<file path="src/rtl/clint_timer.sv">
// Core-local interruptor: mtime/mtimecmp/msip on the peripheral bus, drives MTIP/MSIP into mip.
// Latency: bus access completes one cycle after acceptance; MTIP lags mtime/mtimecmp by one cycle.
// Backpressure: none; an access is taken whenever bus_sel=1 and bus_ready=0.
module clint_timer #(
    parameter int unsigned TICK_DIV = 1
) (
    input  logic        clk,
    input  logic        reset_n,
    input  logic        bus_sel,
    input  logic        bus_we,
    input  logic [15:0] bus_addr,
    input  logic [31:0] bus_wdata,
    output logic [31:0] bus_rdata,
    output logic        bus_ready,
    output logic [31:0] mip_out,
    output logic [63:0] mtime_o
);

    localparam int unsigned PW = (TICK_DIV > 1) ? $clog2(TICK_DIV) : 1;
    localparam logic [PW-1:0] PS_MAX = PW'(TICK_DIV - 1);

    localparam logic [13:0] A_MSIP   = 14'h0000;
    localparam logic [13:0] A_CMP_LO = 14'h1000;
    localparam logic [13:0] A_CMP_HI = 14'h1001;
    localparam logic [13:0] A_MT_LO  = 14'h2FFE;
    localparam logic [13:0] A_MT_HI  = 14'h2FFF;

    logic [PW-1:0] presc_q, presc_d;
    logic [63:0]   mtime_q, mtime_d;
    logic [63:0]   cmp_q, cmp_d;
    logic          msip_q, msip_d;
    logic          mtip_q, mtip_d;
    logic          ready_q, ready_d;
    logic [31:0]   rdata_q, rdata_d;

    logic          accept;
    logic          wr;
    logic          tick;
    logic [13:0]   word;
    logic [31:0]   rd_mux;
    logic          addr_unused;

    // Byte lanes below the word boundary are not decoded.
    assign addr_unused = ^bus_addr[1:0];

    always_comb begin
        accept  = bus_sel & ~ready_q;
        wr      = accept & bus_we;
        word    = bus_addr[15:2];
        tick    = (presc_q == PS_MAX);

        presc_d = tick ? '0 : presc_q + 1'b1;

        case (word)
            A_MSIP:   rd_mux = {31'b0, msip_q};
            A_CMP_LO: rd_mux = cmp_q[31:0];
            A_CMP_HI: rd_mux = cmp_q[63:32];
            A_MT_LO:  rd_mux = mtime_q[31:0];
            A_MT_HI:  rd_mux = mtime_q[63:32];
            default:  rd_mux = 32'b0;
        endcase

        // A bus write to mtime overrides the increment on the same edge.
        mtime_d = tick ? mtime_q + 64'd1 : mtime_q;
        cmp_d   = cmp_q;
        msip_d  = msip_q;
        if (wr) begin
            case (word)
                A_MSIP:   msip_d  = bus_wdata[0];
                A_CMP_LO: cmp_d   = {cmp_q[63:32], bus_wdata};
                A_CMP_HI: cmp_d   = {bus_wdata, cmp_q[31:0]};
                A_MT_LO:  mtime_d = {mtime_q[63:32], bus_wdata};
                A_MT_HI:  mtime_d = {bus_wdata, mtime_q[31:0]};
                default:  ;
            endcase
        end

        mtip_d  = (mtime_q >= cmp_q);
        ready_d = accept;
        rdata_d = accept ? rd_mux : 32'b0;
    end

    always_ff @(posedge clk or negedge reset_n) begin
        if (!reset_n) begin
            presc_q <= '0;
            mtime_q <= 64'd0;
            cmp_q   <= 64'hFFFF_FFFF_FFFF_FFFF;
            msip_q  <= 1'b0;
            mtip_q  <= 1'b0;
            ready_q <= 1'b0;
            rdata_q <= 32'b0;
        end else begin
            presc_q <= presc_d;
            mtime_q <= mtime_d;
            cmp_q   <= cmp_d;
            msip_q  <= msip_d;
            mtip_q  <= mtip_d;
            ready_q <= ready_d;
            rdata_q <= rdata_d;
        end
    end

    assign bus_ready = ready_q;
    assign bus_rdata = rdata_q;
    assign mip_out   = {24'b0, mtip_q, 3'b0, msip_q, 3'b0};
    assign mtime_o   = mtime_q;

endmodule

</file>
<file path="config.mk">
export PLATFORM = sky130hd
export DESIGN_NAME = clint_timer
export DESIGN_NICKNAME = d
export VERILOG_FILES = /design/src/rtl/clint_timer.sv
export SDC_FILE = /design/constraint.sdc
export NUM_CORES = 1
export LEC_CHECK = 0
export ABC_CLOCK_PERIOD_IN_PS = 2700
export CAP_MARGIN = 20
export CORE_MARGIN = 2
export CORE_UTILIZATION = 30
export DETAILED_ROUTE_END_ITERATION = 12
export HOLD_SLACK_MARGIN = 0.12
export PLACE_DENSITY = 0.62
export SETUP_SLACK_MARGIN = 0.4
export SLEW_MARGIN = 5
export SYNTH_ARGS = -nofsm -noshare
export SYNTH_HDL_FRONTEND = slang
export SYNTH_SLANG_ARGS = --single-unit
</file>
<file path="constraint.sdc">
create_clock -name clk -period 2.7 [get_ports clk]
set_clock_uncertainty 0.2 [all_clocks]
set_input_delay 0.675 -clock clk [delete_from_list [all_inputs] [get_ports clk]]
set_output_delay 0.675 -clock clk [all_outputs]
set_load 0.005 [all_outputs]
</file>
==> results_dict.tcl <==
set metrics [dict create \
    status "finished clean" \
    crit_path_start "cmp_q[63]" \
    max_cap_viol_count 0 \
    grt.total_usage 0.2165 \
    initial_core_util 0.3026 \
    fin_area_sq_mm 0.01555 \
    gp_congestion 0.9434 \
    final_cell_mix "buf_4, nand2_1, nor2_1" \
    row_count 67 \
    design.die.area_sq_mm 0.03506 \
    p_leak_nw 6.820 \
    clk_pin_slew_ns 0.07 \
    hold_depth 2 \
    min_to "cmp_q[21]" \
    grt_setup_unrepaired "yes" \
    antenna_found_initial 0 \
    drc 0 \
    dr.pass1.iters 5 \
    final_common_cell "buf_4" \
    clock-root-buffer "clkbuf_16" \
    crit_type "reg -> reg" \
    dieWidth_microns 187.2 \
    arrival_ns 2.73 \
    min_period_ns 2.571 \
    synth.area.top_cells "dfrtp_1, dfstp_2, ha_1, mux2_2, o21ai_0" \
    fin_nets 1579 \
    clock-sinks 163 \
    vias_per_cell 5.455 \
    r2r_slack_ns 0.13 \
    clk_path_buf_depth 2 \
    routed_wl_mm 39.22 \
    end_kind "register" \
    fin_cells 1923 \
    hold_start "cmp_q[21]" \
    core_sq_mm 0.03328 \
    synth_area_leader_cell "dfrtp_1" \
    syn_area_sq_mm 0.01007 \
    hold_viol 0 \
    cts_tree "built" \
    antenna_left 0 \
    fmax_mhz 389.0 \
    drt_iter0_markers 947 \
    slew_viol_final 0 \
    place_inst 1780 \
    ioPinCount 181 \
    rr_worst_depth 9 \
    io_buffers 148 \
    synth-edff-count 0 \
    crit_fanout 3 \
    wl_per_cell_microns 20.39 \
    grt_max_degree 57 \
    cts_made_buffers 17 \
    synthArstFlopShare 1.000 \
    cp_data_required_time_ns 2.86 \
    yosys_warnings 0 \
    setup_viol 0 \
    drive_above_1_share 0.3844 \
    ys_ff_latch 163 \
    ir_drop_mv 0.4399 \
    p_per_area_mw_per_mm2 376.1 \
    holdCritPathClass "reg -> reg" \
    h-tree-depth 4 \
    worst_slew_pin_slew_ns 0.6088 \
    insertedDiodeCount 0 \
    synth-main-ff-cell "dfrtp_1" \
    period_share 0.9521 \
    synth_top_area_frac 0.2460 \
    gr-usage-met2 0.3630 \
    tns_ns 0 \
    die_height_microns 187.2 \
    dp_hpwl_mm 26.90 \
    seq_area_frac_synth 0.4129 \
    overflow 0 \
    vias 10490 \
    timing.rr.start "cmp_q[63]" \
    ys_types 69 \
    syn2layout_area_growth_pct 54.38 \
    clk_latency_ns 0.45 \
    syn_inst 1085 \
    fillers 3102 \
    critPathLaunchType "register" \
    post_dp_cell_area_sq_mm 0.01314 \
    gr-usage-met1 0.2854 \
    timing.rr.end "mtip_q" \
    grt_pass1_vias 10240 \
    avgSynthCellArea_sq_um 9.283 \
    slew_headroom 0.5908 \
    grt_pass1_wl_mm 59.25 \
    grt_util_met3 0.03508 \
    grt_busiest_layer "met2" \
]
-- what timing repair did --
action | CTS | global route
endpoints found under the hold margin | 19 | 0
gates cloned | 4 | 1
setup buffers | 80 | 25
setup endpoints to repair | 223 | 160
hold buffers | 1 | 0
resized for setup | 202 | 83
pin swaps | 60 | 55
-- sequential cells by signal (all words and copies together) (netlist names) --
name       cells
msip_q         1
cmp_q         64
bus_ready      1
mtip_q         1
bus_rdata     32
mtime_o       64
-- layout make-up --
class	count	area, sq um	share of cell area
Clock inverter	13	172.7	0.01110
Tap cell	448	560.5	0.03605
Sequential cell	163	4184	0.2691
Multi-Input combinational cell	792	5992	0.3853
Clock buffer	19	442.9	0.02848
Timing Repair Buffer	412	3913	0.2516
Inverter	76	285.3	0.01835
-- routing by layer --
metal | part of all wire | vias to the layer above | wire [microns]
met1 | 0.43 | 5220 | 16850
met4 | 0.026 | 0 | 1004
met5 | 0 | - | 0
met3 | 0.068 | 71 | 2686
met2 | 0.48 | 489 | 18670
li1 | - | 4710 | -
-- worst max-delay path by stage --
stage	to	slack, ns	depth (start not counted)
finish	mtip_q	0.13	9
global route	mtip_q	0.07	9
CTS	mtip_q	0.06	10
detailed placement	mtime_o[44]	-0.37	8
global placement	mtime_o[44]	-0.33	8
floorplan	mtime_o[45]	0.26	7
-- cell usage after synthesis (3+ instances only) --
cell and count:
o21bai_1 3, a222oi_1 31, nor2_1 94, nor4_4 3
nand4_1 22, a211o_1 5, nand2_1 105, o32ai_1 7
or3_1 4, a21oi_1 63, o31ai_1 3, mux2i_1 4
a211oi_1 11, a21o_1 6, o21a_1 6, and2_1 5
o22ai_1 13, nor4_1 13, inv_1 76, and3_1 22
and4_1 11, buf_4 33, nand3_1 40, dfrtp_1 99
a311oi_1 9, o21ai_0 82, buf_1 4, a2111oi_0 4
nor3_1 15, or4_1 6, a31oi_1 3, ha_1 65
o221a_2 10, clkbuf_1 42, dfstp_2 64, mux2_2 59
-- cell families (layout without fill, tap and decap cells) --
logic type,after synthesis,in the layout,share of synthesized area
and+or+nand+nor,360,360,0.1804
DFF,163,163,0.4129
muxes,63,63,0.06994
other,1,30,0.0003723
adders and majority gates,65,65,0.08075
AOI/OAI and AO/OA,274,274,0.1824
buffers and inverters,159,520,0.07329
-- worst max-delay path: stages, from the launching register on --
cell and delay [ns]:
dfstp_2 0.53, inv_1 0.07, ha_4 0.29, nand4_1 0.25
nor4_2 0.23, buf_4 0.17, nand2_2 0.06, or3_4 0.34
o221a_4 0.28, o31ai_4 0.06
-- report_power, final --
part | switching (mW) | total (mW) | internal (mW)
Sequential | 0.0339 | 2.52 | 2.49
Combinational | 0.329 | 0.669 | 0.340
Clock | 1.16 | 2.66 | 1.50
Total | 1.52 | 5.85 | 4.33
-- stage by stage --
stage	hold WS, ns	power [mW]	utilization	setup WS, ns
floorplan	0.1794	2.770	-	0.2580
global placement	0.2993	3.143	0.3949	-0.3346
detailed placement	0.3086	3.149	0.3949	-0.3703
CTS	0.3190	5.845	0.4495	0.06144
global route	0.3362	6.008	0.4672	0.07094
finish	0.3178	5.848	0.4672	0.1293
Power figures use the tool's default switching activity.
